<file path="config.mk">
export PLATFORM = sky130hd
export DESIGN_NAME = key_token_queue
export DESIGN_NICKNAME = d
export VERILOG_FILES = /design/src/rtl/key_token_queue.sv
export SDC_FILE = /design/constraint.sdc
export NUM_CORES = 1
export LEC_CHECK = 0
export BUFFER_PORTS_ARGS = -buffer_cell sky130_fd_sc_hd__buf_2
export CORE_MARGIN = 10
export CORE_UTILIZATION = 26
export DETAILED_ROUTE_END_ITERATION = 8
export GPL_TIMING_DRIVEN = 0
export PLACE_DENSITY = 0.57
export SLEW_MARGIN = 0
export SYNTH_ARGS = -nofsm -noshare
export SYNTH_HDL_FRONTEND = slang
export SYNTH_SLANG_ARGS = --single-unit
</file>
<file path="constraint.sdc">
create_clock -name clk -period 7.6 [get_ports clk]
set_input_delay 0.38 -clock clk [delete_from_list [all_inputs] [get_ports clk]]
set_output_delay 0.38 -clock clk [all_outputs]
set_load 0.02 [all_outputs]
</file>
<file path="src/rtl/key_token_queue.sv">
// Key press qualifier and token FIFO. A key must stay down for STABLE_CYC
// cycles before its calculator token is queued; nothing more is accepted until it releases.
module key_token_queue #(
    parameter int SCAN_W     = 9,
    parameter int OH_W       = 512,
    parameter int STABLE_CYC = 100000,
    parameter int DEPTH      = 4
) (
    input  logic                   clk,
    input  logic                   rst,
    input  logic [OH_W-1:0]        key_down,
    input  logic [SCAN_W-1:0]      last_change,
    input  logic                   key_valid,
    input  logic                   tok_ready,
    output logic                   tok_valid,
    output logic [3:0]             tok_data,
    output logic [$clog2(DEPTH):0] tok_count,
    output logic [SCAN_W-1:0]      held_code,
    output logic                   overflow
);
    localparam int PW    = $clog2(DEPTH);
    localparam int CW    = PW + 1;
    localparam int CNT_W = (STABLE_CYC > 1) ? $clog2(STABLE_CYC) : 1;
    localparam logic [3:0] NO_TOK = 4'hF;

    typedef enum logic [1:0] {IDLE, QUAL, PUSH, WAIT_REL} state_t;

    // 0xF is never a real token, so it doubles as the "unmapped" marker.
    function automatic logic [3:0] map_tok(input logic [SCAN_W-1:0] code);
        logic [15:0] c;
        c = 16'(code);
        case (c)
            16'h045, 16'h070: map_tok = 4'h0;
            16'h016, 16'h069: map_tok = 4'h1;
            16'h01E, 16'h072: map_tok = 4'h2;
            16'h026, 16'h07A: map_tok = 4'h3;
            16'h025, 16'h06B: map_tok = 4'h4;
            16'h02E, 16'h073: map_tok = 4'h5;
            16'h036, 16'h074: map_tok = 4'h6;
            16'h03D, 16'h06C: map_tok = 4'h7;
            16'h03E, 16'h075: map_tok = 4'h8;
            16'h046, 16'h07D: map_tok = 4'h9;
            16'h05A, 16'h15A: map_tok = 4'hA;
            16'h079:          map_tok = 4'hB;
            16'h04E, 16'h07B: map_tok = 4'hC;
            16'h07C:          map_tok = 4'hD;
            16'h066:          map_tok = 4'hE;
            default:          map_tok = NO_TOK;
        endcase
    endfunction

    state_t              state_q, state_d;
    logic [SCAN_W-1:0]   held_q, held_d;
    logic [CNT_W-1:0]    cnt_q, cnt_d;
    logic                push;

    logic                held_down, new_make;
    logic [3:0]          held_tok;

    assign held_down = key_down[held_q];
    assign held_tok  = map_tok(held_q);
    assign new_make  = key_valid && key_down[last_change] && (map_tok(last_change) != NO_TOK);

    always_comb begin
        state_d = state_q;
        held_d  = held_q;
        cnt_d   = cnt_q;
        push    = 1'b0;
        case (state_q)
            IDLE: begin
                if (new_make) begin
                    held_d  = last_change;
                    cnt_d   = '0;
                    state_d = QUAL;
                end
            end
            QUAL: begin
                // Release wins over both a re-latch and the final count.
                if (!held_down) begin
                    held_d  = '0;
                    state_d = IDLE;
                end else if (new_make && last_change != held_q) begin
                    held_d = last_change;
                    cnt_d  = '0;
                end else if (cnt_q == CNT_W'(STABLE_CYC - 1)) begin
                    state_d = PUSH;
                end else begin
                    cnt_d = cnt_q + CNT_W'(1);
                end
            end
            PUSH: begin
                push    = 1'b1;
                state_d = WAIT_REL;
            end
            WAIT_REL: begin
                if (!held_down) begin
                    held_d  = '0;
                    state_d = IDLE;
                end
            end
            default: state_d = IDLE;
        endcase
    end

    always_ff @(posedge clk or posedge rst) begin
        if (rst) begin
            state_q <= IDLE;
            held_q  <= '0;
            cnt_q   <= '0;
        end else begin
            state_q <= state_d;
            held_q  <= held_d;
            cnt_q   <= cnt_d;
        end
    end

    logic [3:0]    mem_q [DEPTH];
    logic [PW-1:0] wr_q, rd_q;
    logic [CW-1:0] count_q;
    logic          ovf_q;
    logic          pop, full, wr_en;

    assign pop   = tok_valid && tok_ready;
    assign full  = (count_q == CW'(DEPTH));
    // A pop in the same cycle frees the head slot, so a full FIFO still accepts.
    assign wr_en = push && (!full || pop);

    always_ff @(posedge clk) begin
        if (wr_en) mem_q[wr_q] <= held_tok;
    end

    always_ff @(posedge clk or posedge rst) begin
        if (rst) begin
            wr_q    <= '0;
            rd_q    <= '0;
            count_q <= '0;
            ovf_q   <= 1'b0;
        end else begin
            if (wr_en) wr_q <= wr_q + PW'(1);
            if (pop)   rd_q <= rd_q + PW'(1);
            count_q <= count_q + CW'(wr_en) - CW'(pop);
            if (push && !wr_en) ovf_q <= 1'b1;
        end
    end

    assign tok_valid = (count_q != '0);
    assign tok_data  = tok_valid ? mem_q[rd_q] : 4'h0;
    assign tok_count = count_q;
    assign held_code = held_q;
    assign overflow  = ovf_q;

endmodule
</file>
==> impl_metrics.tcl, run 1 <==
set metrics [dict create \
    vias 12755 \
    power-per-cell-area_nw_per_um2 217 \
    io_buffers 538 \
    fin_skew_ns 0.00610 \
    netlist_area_um2 11200 \
    die-area_um2 51900 \
    setup_ws_ns 3.00 \
    cts.path.max_buffers 2 \
    synth_edf_count 16 \
    cpPeakStageDelay_ns 0.92 \
    startpoint_type "flip-flop" \
    cts.clk_slew.worst_paths_ns 0.07 \
    htreeDepth 2 \
    startpoint "held_code[3]" \
    drv_slew 0 \
    syn_area_per_cell_um2 11.6 \
    dr.pass1.iters 5 \
    start_util_pct 26.2 \
    grt_setup_unrepaired "false" \
    maxSlewHeadroom_pct 16.9 \
    swShare_pct 50.0 \
    required_ns 7.77 \
    cp.arrival_ns 4.77 \
    clockRootBuffer "clkbuf_16" \
    path_class "reg2reg" \
    synth_nets 1501 \
    path_cells "buf_2, buf_2, buf_1, a211oi_1, a31oi_1, a31oi_1, o41a_1, or2_4, o32ai_4, buf_6, a31oi_2" \
    power_frac_clock_pct 10.1 \
    finalWirelength_um 75100 \
    worst_slew_pin_slew_ns 1.24 \
    synth_ff_type "dfrtp_1" \
    combPwrFrac_pct 77.9 \
    cts_resized 0 \
    areaGrowthSynthToFinish_pct 32.7 \
    yosysUniqueCellTypes 86 \
    fillers 4484 \
    crit_path_end_kind "flip-flop" \
    drt_iter0_markers 1245 \
    final_nets 2046 \
    wl_per_cell_um 35.6 \
    cts_hold_buf 0 \
    drv_cap 0 \
    ios 543 \
    clock-sinks 52 \
    place_area_um2 14700 \
    detailed_place_hpwl_um 62900 \
    grt_pass1_wl_um 103000 \
    synth_common_cells "mux4_2 (205), mux2i_1 (100), a22oi_1 (48), nand2_1 (48), nor2_1 (47)" \
    drc_errors 0 \
    post_cts_buffers 0 \
    outcome "completed" \
    final_area_um2 14900 \
    rows 76 \
    route.antenna.remaining_nets 0 \
    clock_latency_ns 0.29 \
    synth_top_area_share_pct 41.1 \
    synth.area.top_cells "mux4_2 (41%), mux2i_1 (8.9%), dfrtp_1 (8.0%), edfxtp_1 (4.3%), a22oi_1 (3.2%)" \
    crit_fanout 10 \
    finalHoldViolations 0 \
    yosysMostFrequentCell "mux4_2" \
    cts_tree "done" \
    worstReg2RegStart "held_code[3]" \
    power.share.sequential_pct 12.0 \
    grt_max_degree 37 \
    peakVddDrop_mv 0.114 \
    p_leak_uw 0.00589 \
    die_h_um 228 \
    p_int_uw 1610 \
    drive_gt1_share_pct 56.9 \
    fp.dieW_um 228 \
    period_share_pct 60.6 \
    finalSetupTns_ns 0 \
    synth_seq_area_share_pct 12.3 \
    min_path_type "in2async" \
    preCtsSetupSlack_ns 3.05 \
    max_freq_mhz 217 \
    cts_buffers 5 \
    synthCells 968 \
    switchingPower_uw 1610 \
    ys_async_sr_fraction_pct 69.2 \
    finalCriticalPeriod_ns 4.60 \
    grt_use_total_pct 27.5 \
    grt_pass1_vias 13510 \
    grt_overflow 0 \
    grt_antenna_before_repair 23 \
    yosys_warnings 0 \
    slowest_stage "buf_1" \
    coreArea_um2 42900 \
    gp_congestion 0.955 \
    finalSetupViolCount 0 \
    yosysTopAreaCell "mux4_2" \
    viasPerCell 6.04 \
    ys_seq_elements 52 \
]
layout make-up:
type                            instances  area, µm²  area share [%]
Inverter                               16       60.1           0.403
Timing Repair Buffer                  538       2690            18.1
Clock buffer                            5        125           0.840
Tap cell                              585        732            4.91
Buffer                                105        759            5.10
Antenna cell                           13       32.5           0.218
Sequential cell                        52       1380            9.27
Multi-Input combinational cell        795       9030            60.6
Clock inverter                          3       90.1           0.605
through the flow:
stage               hold WS (ns)  util (%)  instances  total power (µW)
finish                     0.242      34.7       2112              3230
global route               0.326      34.7       2106              3350
CTS                        0.272      34.7       2099              3210
detailed placement         0.480      34.2       2091              2880
global placement           0.456      34.2       2091              2860
floorplan                  0.443         -        968              1930
placed cells by master, fill, tap and decap left out, types with 11 or more instances in the layout:
| cell | count |
|---|---|
| buf_2 | 564 |
| mux4_2 | 205 |
| mux2i_1 | 100 |
| a22oi_1 | 48 |
| nand2_1 | 48 |
| nor2_1 | 47 |
| dfrtp_1 | 36 |
| clkbuf_1 | 32 |
| a31oi_1 | 27 |
| nand2b_1 | 25 |
| and3_1 | 20 |
| o21ai_0 | 20 |
| buf_6 | 19 |
| a21oi_1 | 18 |
| and2_1 | 17 |
| nor2b_1 | 16 |
| edfxtp_1 | 16 |
| nand3_1 | 15 |
| inv_1 | 14 |
| nor3_1 | 14 |
| diode_2 | 13 |
| mux2_2 | 13 |
| buf_4 | 11 |
| a22o_1 | 11 |
flip-flops by register name, indices dropped and copies added (netlist names), named ones only:
register   cells
cnt_q         17
held_code      9
mem_q         16
overflow       1
rd_q           2
state_q        1
tok_count      3
wr_q           2
logic make-up (layout without fill, tap and decap cells):
kind of cell / Yosys count / in the layout / share of synthesized area (%)
AO/OA/AOI/OAI: 188 / 188 / 13.2
XOR/XNOR: 16 / 16 / 1.25
adder cells (fa/ha/maj): 8 / 8 / 0.958
flip-flops: 52 / 52 / 12.3
AND/OR/NAND/NOR: 263 / 263 / 13.2
other: 0 / 13 / 0
multiplexers: 320 / 320 / 51.8
buffers and inverters: 121 / 667 / 7.30
worst max-delay path, delay by kind of cell (launching register included):
family                 cells  cell delay [ns]
AO/OA/AOI/OAI              6             1.84
flip-flops                 1             0.38
AND/OR/NAND/NOR            1             0.29
buffers and inverters      4             1.96
path summary, 6_finish.rpt:
check | to | slack [ns] | depth (start not counted)
max | cnt_q[9] | 3.00 | 11
min | cnt_q[9] | 0.24 | 2
max reg2reg | cnt_q[9] | 3.00 | 11
min reg2reg | overflow | 0.50 | 1
max in group asynchronous | held_code[4] | 6.86 | 2
min in group clk | rd_q[0] | 0.47 | 3
layer usage:
| metal | vias to the layer above | track usage, % | share of wire [%] |
|---|---|---|---|
| met2 | 869 | 47.6 | 49 |
| li1 | 5186 | - | - |
| met5 | - | 0 | 0.18 |
| met1 | 6503 | 33.0 | 38 |
| met3 | 175 | 5.30 | 7.5 |
| met4 | 22 | 11.1 | 4.7 |
power groups by stage:
stage	clock, µW	sequential (µW)	combinational [µW]
floorplan	0	401	1530
CTS	331	387	2490
detailed placement	0	392	2490
finish	325	387	2510
global placement	0	388	2470
global route	341	392	2620
Power figures use the tool's default switching activity.
==> run 2, diff against run 1 <==
--- a/config.mk
+++ b/config.mk
@@ -5,6 +5,7 @@
 export SDC_FILE = /design/constraint.sdc
 export NUM_CORES = 1
 export LEC_CHECK = 0
+export ABC_AREA = 1
 export BUFFER_PORTS_ARGS = -buffer_cell sky130_fd_sc_hd__buf_2
 export CORE_MARGIN = 10
 export CORE_UTILIZATION = 26
==> constraint.sdc (replaced) <==
create_clock -name clk -period 4.1 [get_ports clk]
set_input_delay 0.205 -clock clk [delete_from_list [all_inputs] [get_ports clk]]
set_output_delay 0.205 -clock clk [all_outputs]
set_load 0.02 [all_outputs]
==> run 2 against run 1 <==
Worst setup slack worse by 2.9 ns. Synthesized cell count grew to 3.0 times the previous value. Critical endpoint is now cnt_q[2]. Flip-flop and latch count stayed put. Fmax grew 16%.
==> impl_metrics.tcl, run 2 <==
set metrics [dict create \
    outcome "completed" \
    grt_pass1_vias 21532 \
    synth_nets 3439 \
    cts.clk_slew.worst_paths_ns 0.07 \
    fin_worst_hold_slack_ns 0.0462 \
    post_cts_buffers 0 \
    drive_gt1_share_pct 20.6 \
    wl_per_cell_um 27.4 \
    areaGrowthSynthToFinish_pct 27.9 \
    crit_path_end_kind "flip-flop" \
    ios 543 \
    drt_iter0_markers 3293 \
    htreeDepth 2 \
    ys_async_sr_fraction_pct 69.2 \
    synth_top_area_share_pct 45.4 \
    clock_latency_ns 0.30 \
    grt_setup_unrepaired "false" \
    io_buffers 539 \
    netlist_area_um2 13600 \
    path_class "reg2reg" \
    power-per-cell-area_nw_per_um2 446 \
    yosysTopAreaCell "nand2_1" \
    preCtsSetupSlack_ns 0.119 \
    maxSlewHeadroom_pct 16.2 \
    fin_skew_ns 0.00792 \
    detailed_place_hpwl_um 92300 \
    finalHoldViolations 0 \
    clock-sinks 52 \
    synth_common_cells "nand2_1 (1,649), nor2_1 (243), o21ai_0 (192), inv_1 (179), nand3_1 (104)" \
    min_path_type "in2async" \
    worst_slew_pin_slew_ns 1.26 \
    finalSetupViolCount 0 \
    synth.area.top_cells "nand2_1 (45%), o21ai_0 (7.0%), nor2_1 (6.7%), dfrtp_1 (6.6%), inv_1 (4.9%)" \
    crit_fanout 10 \
    viasPerCell 5.54 \
    synthCells 2906 \
    cts_resized 0 \
    finalSetupTns_ns 0 \
    clockRootBuffer "clkbuf_16" \
    fillers 6281 \
    vias 23084 \
    grt_overflow 0 \
    period_share_pct 96.8 \
    yosysUniqueCellTypes 51 \
    drc_errors 0 \
    peakVddDrop_mv 0.454 \
    cts.path.max_buffers 2 \
    syn_area_per_cell_um2 4.69 \
    layout_commonest_cell "nand2_1" \
    route.antenna.remaining_nets 0 \
    cts_buffers 5 \
    synth_seq_area_share_pct 10.1 \
    post-route-util_pct 33.8 \
    yosysMostFrequentCell "nand2_1" \
    drv_cap 0 \
    cts_hold_buf 0 \
    die_h_um 249 \
    start_util_pct 26.4 \
    final_nets 3985 \
    finalWirelength_um 114000 \
    grt_use_total_pct 34.3 \
    coreArea_um2 51600 \
    synth_ff_type "dfrtp_1" \
    rows 83 \
    setup_ws_ns 0.130 \
    startpoint_type "flip-flop" \
    grt_max_degree 37 \
    dr.pass1.iters 6 \
    p_leak_uw 0.00998 \
    largest-register "cnt_q" \
    synth_edf_count 16 \
    fp.dieW_um 249 \
    largest_reg_flops 17 \
    max_freq_mhz 252 \
    gp_congestion 1.04 \
    cts_tree "done" \
    cp.arrival_ns 4.21 \
    grt_antenna_before_repair 49 \
    grt_pass1_wl_um 156000 \
    die-area_um2 62000 \
    finalCriticalPeriod_ns 3.97 \
    final_cell_mix "nand2_1 (1,649), buf_2 (639), nor2_1 (242), o21ai_0 (192), inv_1 (178)" \
    required_ns 4.34 \
    total_power_uw 7780 \
    drv_slew 0 \
    yosys_warnings 0 \
    ys_seq_elements 52 \
]
run 2: changes by cell type in the layout (fill, tap and decap cells not counted), moves of 100 or more:
| cell | delta |
|---|---|
| nor2_1 | +195 |
| mux2i_1 | -100 |
| inv_1 | +164 |
| o21ai_0 | +172 |
| nand2_1 | +1601 |
| mux4_2 | -205 |
run 2: path summary, 6_finish.rpt:
path / startpoint / end / slack, ns / depth (start not counted)
worst max-delay path: held_code[3] / cnt_q[2] / 0.13 / 18
worst min register to register: overflow / overflow / 0.50 / 1
worst max register to register: held_code[3] / cnt_q[2] / 0.13 / 18
max in group asynchronous: rst / wr_q[0] / 3.56 / 2
min in group clk: tok_ready / overflow / 0.29 / 4
worst min-delay path: rst / cnt_q[14] / 0.05 / 2
run 2: layer usage:
metal / up-vias / share of wire, % / GRT usage (%)
li1: 10247 / - / -
met4: 28 / 6.4 / 18.9
met5: - / 0.14 / 0
met3: 422 / 15 / 11.5
met1: 10532 / 37 / 41.6
met2: 1855 / 42 / 52.4
run 2: cell families after synthesis:
logic type	synth area share (%)
xor+xnor	1.09
simple gates	61.3
compound gates	14.9
flops	10.1
fa+ha+maj	0.789
buf+inv	11.8
run 2: through the flow:
step | instance area [µm²] | instances
2_1_floorplan | 13600 | 2906
3_3_place_gp | 17200 | 4125
3_5_place_dp | 17200 | 4125
4_1_cts | 17300 | 4133
5_1_grt | 17400 | 4157
6_report | 17400 | 4167
run 2: cell type report:
class | count | area [µm²] | area share [%]
multi-input combinational | 2495 | 10700 | 61.1
timing repair buffer | 539 | 2700 | 15.5
sequential | 52 | 1380 | 7.92
buffer | 168 | 896 | 5.14
tap | 680 | 851 | 4.88
inverter | 191 | 724 | 4.15
clock buffer | 5 | 125 | 0.717
antenna | 34 | 85.1 | 0.488
clock inverter | 3 | 25.0 | 0.143
run 2: report_power, final:
| part | internal [µW] | total, µW | switching (µW) |
|---|---|---|---|
| logic | 1680 | 6600 | 4920 |
| registers | 626 | 739 | 112 |
| clock network | 231 | 439 | 207 |
| total | 2540 | 7780 | 5240 |
run 2: critical path, cell delays in order (launching register included):
cell and delay, ns:
dfrtp_1 0.48, inv_1 0.11, nor2_1 0.62, clkbuf_1 0.93, nand2_1 0.12, nand2_1 0.10, nor2_1 0.12, nor2_1 0.11
nor2_1 0.06, nand3_1 0.07, nand3_1 0.13, nand2_1 0.20, nand2_2 0.12, nor2_8 0.15, inv_6 0.07, nand2_8 0.10
buf_2 0.23, nand3_1 0.11, nand2_1 0.06
==> run 3, diff against run 2 <==
--- a/config.mk
+++ b/config.mk
@@ -6,12 +6,13 @@
 export NUM_CORES = 1
 export LEC_CHECK = 0
 export ABC_AREA = 1
-export BUFFER_PORTS_ARGS = -buffer_cell sky130_fd_sc_hd__buf_2
+export CORE_ASPECT_RATIO = 1.75
 export CORE_MARGIN = 10
 export CORE_UTILIZATION = 26
 export DETAILED_ROUTE_END_ITERATION = 8
+export DONT_BUFFER_PORTS = 1
 export GPL_TIMING_DRIVEN = 0
-export PLACE_DENSITY = 0.57
+export PLACE_DENSITY = 0.48
 export SLEW_MARGIN = 0
 export SYNTH_ARGS = -nofsm -noshare
 export SYNTH_HDL_FRONTEND = slang
==> constraint.sdc (replaced) <==
create_clock -name clk -period 4.1 [get_ports clk]
set_input_delay 1.23 -clock clk [delete_from_list [all_inputs] [get_ports clk]]
set_output_delay 1.23 -clock clk [all_outputs]
set_load 0.02 [all_outputs]
==> run 3 against run 2 <==
The run now ends with max-capacitance violations, max-slew violations, negative setup slack left. Final cell count down 13%. First-iteration DRC count fell by 24%. Wire length grew 4.0%. Core utilization decreased by 5.2 points. Count of clock-buffer cells in the layout is the same. Critical path type is now in2reg. Critical path depth down 3. Total power is essentially flat. Non-clock buffer count is 528 lower.
==> impl_metrics.tcl, run 3 (synthesis gave the netlist of run 2 again) <==
set metrics [dict create \
    start_util_pct 26.1 \
    grt_use_total_pct 36.1 \
    max_freq_mhz 244 \
    crit_fanout 9 \
    rrSetupSlack_ns 0.04 \
    power-per-cell-area_nw_per_um2 522 \
    cp.arrival_ns 4.30 \
    finalSetupViolCount 1 \
    io_buffers 0 \
    layout_commonest_cell "nand2_1" \
    violations "max-capacitance violations, max-slew violations, negative setup slack" \
    preCtsSetupSlack_ns -0.656 \
    clockRootBuffer "clkbuf_16" \
    use_met3_pct 12.0 \
    grt_max_degree 37 \
    worstReg2RegStart "held_code[2]" \
    worst_slew_pin_slew_ns 1.54 \
    finalHoldViolations 0 \
    power_frac_clock_pct 6.2 \
    final_nets 3457 \
    fp.dieW_um 193 \
    drv_cap 1 \
    combPwrFrac_pct 83.2 \
    gp_congestion 1.08 \
    htreeDepth 2 \
    grt_setup_unrepaired "false" \
    cpPeakStageDelay_ns 0.68 \
    required_ns 4.29 \
    r2r_end "held_code[1]" \
    clock_latency_ns 0.29 \
    startpoint "last_change[5]" \
    drv_slew 11 \
    startpoint_type "input port" \
    setup_ws_ns -0.00175 \
    min_path_type "reg2reg" \
    slowest_stage "nor2_1" \
    path_class "in2reg" \
    die_h_um 323 \
    maxSlewHeadroom_pct -2.34 \
    finalWirelength_um 119000 \
    detailed_place_hpwl_um 95700 \
    peakVddDrop_mv 0.313 \
    min-delay-start "cnt_q[4]" \
    holdPathEnd "cnt_q[4]" \
    die-area_um2 62400 \
    swShare_pct 68.6 \
    crit_path_end_kind "flip-flop" \
    final_cell_mix "nand2_1 (1,649), nor2_1 (236), o21ai_0 (189), inv_1 (178), nand3_1 (104)" \
    path_delay_family "simple AND/OR/NAND/NOR gates" \
    p_int_uw 2450 \
    vias 21076 \
    coreArea_um2 52200 \
    drt_iter0_markers 2494 \
    ios 543 \
    power.share.sequential_pct 10.6 \
    switchingPower_uw 5340 \
    grt_pass1_wl_um 157000 \
    route.antenna.remaining_nets 0 \
    met2_usage_pct 59.2 \
    cts_buffers 5 \
    finalCriticalPeriod_ns 4.10 \
    grt_overflow 0 \
    areaGrowthSynthToFinish_pct 9.31 \
    cts_tree "done" \
    fin_cells 3613 \
    dp.cells 3584 \
    rows 111 \
    viasPerCell 5.83 \
    grt_pass1_vias 20003 \
    largest_reg_flops 17 \
    p_leak_uw 0.00800 \
    fin_skew_ns 0.0115 \
    cts_hold_buf 0 \
    wl_per_cell_um 32.9 \
    dr.pass1.iters 6 \
    largest-register "cnt_q" \
    clock-sinks 52 \
    period_share_pct 100 \
    drc_errors 0 \
    cpMostUsedCell "nand2_1" \
    cts.clk_slew.worst_paths_ns 0.07 \
    busiest_layer "met2" \
    ff2ff_path_depth 17 \
    drive_gt1_share_pct 7.15 \
    min_path_cells 2 \
    cp_num_buf_inv 1 \
    outcome "complete, but fails checks" \
    cts.path.max_buffers 2 \
    use_met1_pct 35.7 \
    path_cells "nor2_1, inv_1, nor2_1, nand3_1, o21ai_1, a31oi_1, nand2_1, nor2_1, a21boi_2, nand3_1, nand2_1, nand3_2, nor2_4, nand2_1, nand2_1" \
    grt_antenna_before_repair 12 \
]
run 3: cell count changes in the layout (fill, tap and decap cells not counted), sizes merged:
cell,previous run,this run
buf,673,132
diode,34,10
clkbuf,38,52
inv,192,190
bufinv,0,1
clkdlybuf4s15,1,0
clkinv,1,2
run 3: tightest hold or removal path, cell delays in order, from the launching register on:
cell,delay [ns]
dfrtp_1,0.36
nand2_1,0.06
nand2_1,0.06
run 3: stage by stage:
step / cell area, µm² / setup TNS, ns / total power [µW] / hold WS [ns] / util, %
after floorplan: 13600 / 0 / 4180 / 0.466 / -
after global placement: 14500 / -17.83 / 6880 / 0.495 / 27.7
after detailed placement: 14500 / -14.76 / 6870 / 0.492 / 27.7
after CTS: 14700 / 0 / 7390 / 0.511 / 28.1
after global routing: 14900 / 0 / 8020 / 0.561 / 28.5
final: 14900 / -0.00175 / 7790 / 0.509 / 28.5
run 3: what timing repair did:
action,CTS,global route
buffers inserted,0,11
endpoints found under the setup margin,39,39
pin swaps,0,5
resized for setup,22,46
run 3: how the worst max path moves through the flow:
stage / depth (start not counted) / slack, ns / end
2_1_floorplan: 21 / 0.89 / cnt_q[13]
3_3_place_gp: 17 / -0.72 / held_code[0]
3_5_place_dp: 17 / -0.66 / held_code[0]
4_1_cts: 20 / 0.01 / held_code[0]
5_1_grt: 18 / 0.02 / cnt_q[15]
6_report: 15 / -0.002 / held_code[1]
run 3: layer usage:
metal / vias to the layer above / routed length, µm
met2: 1766 / 54300
met3: 574 / 14500
met4: 8 / 12700
met1: 9553 / 37300
met5: - / 56
li1: 9175 / -
run 3: cell type report:
class	count	area, µm²
Timing Repair Buffer	11	120
Antenna cell	10	25.0
Fill cell	6469	37300
Clock inverter	3	42.5
Multi-Input combinational cell	2495	10700
Clock buffer	5	125
Tap cell	678	848
Inverter	191	726
Buffer	168	956
Sequential cell	52	1380
run 3: power by group through the flow:
stage | clock network (µW) | logic [µW] | registers (µW)
after floorplan | 0 | 3410 | 766
after global placement | 0 | 6050 | 824
after detailed placement | 0 | 6040 | 826
after CTS | 490 | 6080 | 817
after global routing | 515 | 6670 | 838
final | 484 | 6480 | 823
